## config.mk

```make
export PLATFORM = sky130hd
export DESIGN_NAME = graph_mem_loader_flat
export DESIGN_NICKNAME = d
export VERILOG_FILES = /design/src/rtl/graph_mem_loader_if.sv /design/src/rtl/graph_mem_loader.sv /design/src/flat_wrapper.sv
export SDC_FILE = /design/constraint.sdc
export NUM_CORES = 1
export LEC_CHECK = 0
export CORE_MARGIN = 5
export CORE_UTILIZATION = 50
export CTS_CLUSTER_SIZE = 40
export DETAILED_ROUTE_END_ITERATION = 16
export PLACE_DENSITY = 0.72
export SYNTH_ARGS = -nofsm -noshare
export SYNTH_HDL_FRONTEND = slang
export SYNTH_SLANG_ARGS = --single-unit
```

## constraint.sdc

```tcl
create_clock -name clk -period 2.5 [get_ports clk]
set_input_delay 0.25 -clock clk [delete_from_list [all_inputs] [get_ports clk]]
set_output_delay 0.25 -clock clk [all_outputs]
set_load 0.05 [all_outputs]
```

## src/rtl/graph_mem_loader_if.sv

```systemverilog
// rtl/graph_mem_loader_if.sv - memory read bus and record output stream of the graph loader
interface graph_mem_loader_if #(
  parameter int DATA_W = 8,
  parameter int ADDR_W = 9
);
  logic              mem_rd_en;
  logic [ADDR_W-1:0] mem_addr;
  logic              mem_rd_valid;
  logic [DATA_W-1:0] mem_rd_data;
  logic              out_valid;
  logic              out_ready;
  logic [DATA_W-1:0] out_data;
  logic [7:0]        out_index;
  logic              out_is_edge;

  // Loader side: issues reads, consumes returns, produces the record stream.
  modport master (
    output mem_rd_en, mem_addr,
    input  mem_rd_valid, mem_rd_data,
    output out_valid, out_data, out_index, out_is_edge,
    input  out_ready
  );

  // Environment side: graph memory plus the consuming vertex/edge buffers.
  modport slave (
    input  mem_rd_en, mem_addr,
    output mem_rd_valid, mem_rd_data,
    input  out_valid, out_data, out_index, out_is_edge,
    output out_ready
  );
endinterface

```

## src/rtl/graph_mem_loader.sv

```systemverilog
// rtl/graph_mem_loader.sv - fetches vertex then edge table and streams tagged records through a skid FIFO
module graph_mem_loader #(
  parameter int                DATA_W       = 8,
  parameter int                ADDR_W       = 9,
  parameter int                VERTEX_COUNT = 256,
  parameter int                EDGE_COUNT   = 256,
  parameter logic [ADDR_W-1:0] VERTEX_BASE  = 9'h000,
  parameter logic [ADDR_W-1:0] EDGE_BASE    = 9'h100,
  parameter int                FIFO_DEPTH   = 4
) (
  input  logic clk,
  input  logic reset_n,
  input  logic start,
  output logic busy,
  output logic done,
  output logic proto_err,
  graph_mem_loader_if.master bus
);

  localparam int PTR_W = $clog2(FIFO_DEPTH);
  localparam int CNT_W = PTR_W + 1;
  localparam int BW    = $clog2(VERTEX_COUNT + EDGE_COUNT);

  localparam logic [CNT_W:0]  DEPTH_C = (CNT_W+1)'(FIFO_DEPTH);
  localparam logic [BW-1:0]   V_LAST  = BW'(VERTEX_COUNT - 1);
  localparam logic [BW-1:0]   E_LAST  = BW'(EDGE_COUNT - 1);
  localparam logic [BW-1:0]   B_LAST  = BW'(VERTEX_COUNT + EDGE_COUNT - 1);
  localparam logic [BW-1:0]   V_CNT   = BW'(VERTEX_COUNT);

  typedef enum logic [1:0] {IDLE, FETCH_V, FETCH_E, DRAIN} state_t;

  state_t            state, state_nxt;
  logic [BW-1:0]     issue_cnt;
  logic [BW-1:0]     beat_cnt;
  logic [BW-1:0]     edge_off;
  logic [CNT_W-1:0]  outstanding;
  logic [CNT_W-1:0]  fifo_count;
  logic [CNT_W:0]    credit_used;
  logic [PTR_W-1:0]  wr_ptr, rd_ptr;
  logic [DATA_W-1:0] fifo_mem [FIFO_DEPTH];
  logic [ADDR_W-1:0] addr_q;
  logic              credit_ok, issue, last_issue;
  logic              push, pop, stale, start_acc, last_beat;
  logic              done_q, err_q;

  // Reads in flight plus records parked in the FIFO never exceed its depth,
  // so every return is guaranteed a slot.
  assign credit_used = {1'b0, outstanding} + {1'b0, fifo_count};
  assign credit_ok   = credit_used < DEPTH_C;
  assign start_acc   = (state == IDLE) && start;
  assign push        = bus.mem_rd_valid && (outstanding != '0);
  assign stale       = bus.mem_rd_valid && (outstanding == '0);
  assign pop         = bus.out_valid && bus.out_ready;
  assign last_beat   = pop && (beat_cnt == B_LAST) && (outstanding == '0);

  // Sequencer state register.
  always_ff @(posedge clk or negedge reset_n) begin
    if (!reset_n) state <= IDLE;
    else          state <= state_nxt;
  end

  // Next state, read issue and address; the address holds between issues.
  always_comb begin
    state_nxt    = state;
    issue        = 1'b0;
    last_issue   = 1'b0;
    bus.mem_addr = addr_q;
    case (state)
      IDLE: if (start) state_nxt = FETCH_V;
      FETCH_V: if (credit_ok) begin
        issue        = 1'b1;
        bus.mem_addr = VERTEX_BASE + ADDR_W'(issue_cnt);
        last_issue   = (issue_cnt == V_LAST);
        if (last_issue) state_nxt = FETCH_E;
      end
      FETCH_E: if (credit_ok) begin
        issue        = 1'b1;
        bus.mem_addr = EDGE_BASE + ADDR_W'(issue_cnt);
        last_issue   = (issue_cnt == E_LAST);
        if (last_issue) state_nxt = DRAIN;
      end
      DRAIN: if (last_beat) state_nxt = IDLE;
      default: state_nxt = IDLE;
    endcase
  end

  assign bus.mem_rd_en = issue;

  // Per-table issue counter and the held copy of the last issued address.
  always_ff @(posedge clk or negedge reset_n) begin
    if (!reset_n) begin
      issue_cnt <= '0;
      addr_q    <= '0;
    end else begin
      if (start_acc)  issue_cnt <= '0;
      else if (issue) issue_cnt <= last_issue ? '0 : issue_cnt + 1'b1;
      if (issue) addr_q <= bus.mem_addr;
    end
  end

  // Reads issued but not yet returned; issue and return together cancel.
  always_ff @(posedge clk or negedge reset_n) begin
    if (!reset_n) begin
      outstanding <= '0;
    end else if (start_acc) begin
      outstanding <= '0;
    end else begin
      case ({issue, push})
        2'b10:   outstanding <= outstanding + 1'b1;
        2'b01:   outstanding <= outstanding - 1'b1;
        default: outstanding <= outstanding;
      endcase
    end
  end

  // Skid FIFO pointers and occupancy; push and pop may coincide at any fill.
  always_ff @(posedge clk or negedge reset_n) begin
    if (!reset_n) begin
      wr_ptr     <= '0;
      rd_ptr     <= '0;
      fifo_count <= '0;
    end else begin
      if (push) wr_ptr <= wr_ptr + 1'b1;
      if (pop)  rd_ptr <= rd_ptr + 1'b1;
      case ({push, pop})
        2'b10:   fifo_count <= fifo_count + 1'b1;
        2'b01:   fifo_count <= fifo_count - 1'b1;
        default: fifo_count <= fifo_count;
      endcase
    end
  end

  // FIFO storage needs no reset: occupancy alone decides what is valid.
  always_ff @(posedge clk) begin
    if (push) fifo_mem[wr_ptr] <= bus.mem_rd_data;
  end

  // Accepted-beat counter that drives the region/index tags.
  always_ff @(posedge clk or negedge reset_n) begin
    if (!reset_n)       beat_cnt <= '0;
    else if (start_acc) beat_cnt <= '0;
    else if (pop)       beat_cnt <= beat_cnt + 1'b1;
  end

  // Completion pulse and sticky protocol error for unsolicited returns.
  always_ff @(posedge clk or negedge reset_n) begin
    if (!reset_n) begin
      done_q <= 1'b0;
      err_q  <= 1'b0;
    end else begin
      done_q <= (state == DRAIN) && last_beat;
      if (stale)          err_q <= 1'b1;
      else if (start_acc) err_q <= 1'b0;
    end
  end

  assign edge_off        = beat_cnt - V_CNT;
  assign bus.out_valid   = (fifo_count != '0);
  assign bus.out_data    = fifo_mem[rd_ptr];
  assign bus.out_is_edge = (beat_cnt >= V_CNT);
  assign bus.out_index   = bus.out_is_edge ? 8'(edge_off) : 8'(beat_cnt);
  assign busy            = (state != IDLE);
  assign done            = done_q;
  assign proto_err       = err_q;

endmodule

```

## src/flat_wrapper.sv

```systemverilog
// flat-port wrapper written by rule: the top's interface ports become plain ports
module graph_mem_loader_flat 
#(
  parameter int                DATA_W       = 8,
  parameter int                ADDR_W       = 9,
  parameter int                VERTEX_COUNT = 256,
  parameter int                EDGE_COUNT   = 256,
  parameter logic [ADDR_W-1:0] VERTEX_BASE  = 9'h000,
  parameter logic [ADDR_W-1:0] EDGE_BASE    = 9'h100,
  parameter int                FIFO_DEPTH   = 4
)
  (clk, reset_n, start, busy, done, proto_err, bus_mem_rd_en, bus_mem_addr, bus_mem_rd_valid, bus_mem_rd_data, bus_out_valid, bus_out_data, bus_out_index, bus_out_is_edge, bus_out_ready);
  graph_mem_loader_if #(.DATA_W(DATA_W), .ADDR_W(ADDR_W)) bus_i ();
  input  logic clk;
  input  logic reset_n;
  input  logic start;
  output logic busy;
  output logic done;
  output logic proto_err;
  output wire logic [$bits(bus_i.mem_rd_en)-1:0] bus_mem_rd_en;
  output wire logic [$bits(bus_i.mem_addr)-1:0] bus_mem_addr;
  input wire logic [$bits(bus_i.mem_rd_valid)-1:0] bus_mem_rd_valid;
  input wire logic [$bits(bus_i.mem_rd_data)-1:0] bus_mem_rd_data;
  output wire logic [$bits(bus_i.out_valid)-1:0] bus_out_valid;
  output wire logic [$bits(bus_i.out_data)-1:0] bus_out_data;
  output wire logic [$bits(bus_i.out_index)-1:0] bus_out_index;
  output wire logic [$bits(bus_i.out_is_edge)-1:0] bus_out_is_edge;
  input wire logic [$bits(bus_i.out_ready)-1:0] bus_out_ready;
  assign bus_mem_rd_en = bus_i.mem_rd_en;
  assign bus_mem_addr = bus_i.mem_addr;
  assign bus_i.mem_rd_valid = bus_mem_rd_valid;
  assign bus_i.mem_rd_data = bus_mem_rd_data;
  assign bus_out_valid = bus_i.out_valid;
  assign bus_out_data = bus_i.out_data;
  assign bus_out_index = bus_i.out_index;
  assign bus_out_is_edge = bus_i.out_is_edge;
  assign bus_i.out_ready = bus_out_ready;
  graph_mem_loader #(.DATA_W(DATA_W), .ADDR_W(ADDR_W), .VERTEX_COUNT(VERTEX_COUNT), .EDGE_COUNT(EDGE_COUNT), .VERTEX_BASE(VERTEX_BASE), .EDGE_BASE(EDGE_BASE), .FIFO_DEPTH(FIFO_DEPTH)) u_core (.clk(clk), .reset_n(reset_n), .start(start), .busy(busy), .done(done), .proto_err(proto_err), .bus(bus_i));
endmodule
```

==> impl_metrics.tcl <==
set metrics [dict create \
    detailedRoute.firstIterationViolations 75 \
    average_wire_per_standard_cell_um 16.3 \
    combinational_cell_fraction_of_total_power_pct 39.5 \
    gp_weighted_congestion 0.842 \
    grtUsageMet3_pct 3.35 \
    number_of_hold_repair_buffers_added_at_the_cts_stage 0 \
    cts_sinks 73 \
    final_max_slew_viol_count 0 \
    io_pins 44 \
    drt_pass1_iterations 4 \
    grt_first_pass_wirelength_um 12400 \
    skew_ns 0.0100 \
    final.min_clock_period_ns 2.42 \
    report.final.hold_viol_count 0 \
    core_area_mm2 0.00687 \
    p_sw_uw 1830 \
    cts_inserted_buffers 9 \
    synth.yosys.seq_area_share_pct 55.5 \
    number_of_storage_elements_in_the_synthesis_netlist 73 \
    worstSkewPairLatency_ns 0.35 \
    timing.critical_path.cells "buf_4 > mux4_2 > clkdlybuf4s50_1" \
    post_layout_nonfiller_instances 448 \
    worstPathRequired_ns 2.25 \
    synthCells 297 \
    design.final.nets 380 \
    syn-cell-area_mm2 0.00358 \
    die_height_um 94.6 \
    critPathCaptureType "output pin" \
    grt_most_used_layer "met2" \
    core.rowCount 30 \
    global_route.usage.met1_pct 22.9 \
    p_leak_uw 0.00185 \
    pwr-share-seq_pct 35.3 \
    postRouteWirelength_um 7320 \
    dp_hpwl_um 5170 \
    via_count_of_the_first_global_routing_pass 2532 \
    globalRouteMet2Util_pct 30.5 \
    tritoncts "done" \
    postSynthNetCount 330 \
    track_usage_pct 18.1 \
    maxSlewHeadroom_pct 39.0 \
    fin_crit_sh_pct 97.0 \
    fin_util_pct 66.7 \
    areaGrowthSynthToFinish_pct 28.1 \
    crit_fanout 10 \
    clock_tree.htree_level_count 3 \
    critPathKind "register to output pin" \
    intPower_uw 3070 \
    timing.hold.worst.class "input pin to asynchronous set/reset pin" \
    grt_start_max_net_pins 42 \
    dp_cells 429 \
    power.share.switching_pct 37.4 \
    critPathMaxStageDelay_ns 0.72 \
    diodes 0 \
    clock_power_share_pct 25.3 \
    die_outline_width_um 94.6 \
    timing.final.setup_violations 0 \
    result_of_the_run "finished clean" \
    die_area_mm2 0.00895 \
    numPortBuffers 43 \
    vias 2438 \
    drc 0 \
    arrival_ns 2.17 \
    worstRegToRegCells 8 \
    cap_viol_max_count 0 \
    clk_root_buffer_cell "sky130_fd_sc_hd__clkbuf_8" \
    initial_util_pct 52.1 \
    worst_ir_drop_vdd_mv 0.474 \
    initial_antenna_violation_count 0 \
    drt-vias-per-instance 5.44 \
    globalRouteOverflowTotal 0 \
    synth.yosys.warnings 0 \
    max_freq_ghz 0.412 \
    synth.lib_cells_used.distinct 42 \
    worst_margin_pin_slew_ns 0.915 \
    drive_above_1_share_pct 21.9 \
    route.antenna.remaining_nets 0 \
    syn_area_cell_um2 12.0 \
    cp_slowest_cell "sky130_fd_sc_hd__clkdlybuf4s50_1" \
    clkTransAtPathRegs_ns 0.09 \
    cts_buffer_depth 2 \
    finalHoldWorstSlack_ns 0.0315 \
    powerDensity_mw_per_mm2 1070 \
    kind_of_start_point_of_the_critical_path "register" \
]
power groups by stage:
stage	logic, µW	registers, µW	clock network (µW)
2_1_floorplan	1400	1720	0
3_3_place_gp	1830	1750	0
3_5_place_dp	1870	1760	0
4_1_cts	1890	1740	1250
5_1_grt	2090	1770	1300
6_report	1930	1730	1240
flip-flops by register name, summed over array words and instances (netlist names):
register / flops
u_core.addr_q: 9
u_core.fifo_mem: 32
u_core.issue_cnt: 9
u_core.beat_cnt: 9
u_core.fifo_count: 3
u_core.outstanding: 3
u_core.wr_ptr: 2
u_core.rd_ptr: 2
u_core.done: 1
u_core.proto_err: 1
u_core.state: 2
Yosys cell counts, drive strengths merged:
cell    number  area share [%]
o21ai       14             2.0
and3         6             1.1
inv         17             1.9
nand3b       4            0.84
a32o         2            0.56
mux4         8             5.0
nor2        18             1.9
mux2i        4             1.1
nand4        3            0.52
ha          18             6.3
clkbuf       3            0.31
nand2b       1            0.17
dfrtp       41              29
a31oi        3            0.52
nand2       34             3.6
xnor2        7             1.7
o22ai        1            0.17
o31a         1            0.24
nor2b        1            0.17
a21oi       20             2.8
o31ai        1            0.59
or3b         1            0.24
xor2         6             1.5
nor4         1            0.59
a22o         8             2.0
nor3b        1            0.21
and2         4            0.70
fa           2             1.1
edfxtp      32              27
a221o        1            0.31
nand3        6             1.1
or3          5            0.94
buf         15             2.7
nor3         8             1.7
cell families after synthesis:
family                   count (synthesis)  share of synthesized area [%]
multiplexers                            12                           6.15
buffers and inverters                   35                           4.83
AND/OR/NAND/NOR                         93                           13.8
AO/OA/AOI/OAI                           51                           9.13
adder cells (fa/ha/maj)                 20                           7.41
flip-flops                              73                           55.5
XOR/XNOR                                13                           3.18
per-layer routing:
metal  up-vias  routed length [µm]
li1       1148                   -
met1      1224                3200
met2        56                3740
met3        10                 275
met4         0                 106
met5         -                   0
critical path, delay by kind of cell, from the launching register on:
family | cells | cell delay, ns
buffers and inverters | 2 | 0.95
multiplexers | 1 | 0.53
flip-flops | 1 | 0.34
path summary, 6_finish.rpt:
kind / from / to / slack, ns
max in group asynchronous: reset_n / u_core.fifo_count[2]$_DFFE_PN0P_ / 1.85
setup reg to reg: u_core.fifo_count[2]$_DFFE_PN0P_ / u_core.outstanding[2]$_DFFE_PN0P_ / 0.13
min in group clk: u_core.addr_q[5]$_DFFE_PN0P_ / u_core.addr_q[5]$_DFFE_PN0P_ / 0.50
setup / recovery: u_core.rd_ptr[0]$_DFFE_PN0P_ / bus_out_data[4] / 0.08
hold / removal: reset_n / u_core.issue_cnt[0]$_DFFE_PN0P_ / 0.03
hold reg to reg: u_core.addr_q[5]$_DFFE_PN0P_ / u_core.addr_q[5]$_DFFE_PN0P_ / 0.50
final cells by class:
| cell class | count | area, µm² |
|---|---|---|
| multi-input cells | 189 | 1510 |
| clock inverters | 6 | 138 |
| fillers | 509 | 2280 |
| inverters | 17 | 70.1 |
| clock buffers | 10 | 128 |
| well taps | 96 | 120 |
| flip-flops and latches | 73 | 1990 |
| repair buffers | 57 | 631 |
cells in the final DEF, fill, tap and decap left out, types with 5 or more instances in the layout:
cell type                          n
sky130_fd_sc_hd__buf_12           10
sky130_fd_sc_hd__clkbuf_8          9
sky130_fd_sc_hd__edfxtp_1         32
sky130_fd_sc_hd__nor2_1           18
sky130_fd_sc_hd__dfrtp_1          40
sky130_fd_sc_hd__inv_1            15
sky130_fd_sc_hd__nand2_1          34
sky130_fd_sc_hd__o21ai_0          13
sky130_fd_sc_hd__xnor2_1           7
sky130_fd_sc_hd__mux4_2            8
sky130_fd_sc_hd__a21oi_2           8
sky130_fd_sc_hd__a21oi_1          12
sky130_fd_sc_hd__nor3_1            5
sky130_fd_sc_hd__ha_1             14
sky130_fd_sc_hd__a22o_1            8
sky130_fd_sc_hd__buf_4            14
sky130_fd_sc_hd__clkdlybuf4s50_1  32
sky130_fd_sc_hd__and3_1            5
sky130_fd_sc_hd__xor2_1            6
repair_timing:
item                                    4_1_cts  5_1_grt
gates resized for setup                       2        5
setup buffers                                 0        3
endpoints found under the setup margin        7        8
gates cloned                                  0        0
pin swaps                                     0        3
through the flow:
step	total power [µW]	setup TNS (ns)	setup slack, ns	instance area [µm²]
2_1_floorplan	3120	0	0.00180	3640
3_3_place_gp	3580	0	0.144	4260
3_5_place_dp	3640	0	0.0797	4260
4_1_cts	4880	0	0.0404	4530
5_1_grt	5160	-0.0258	-0.0100	4580
6_report	4900	0	0.0751	4580
Power figures use the tool's default switching activity.
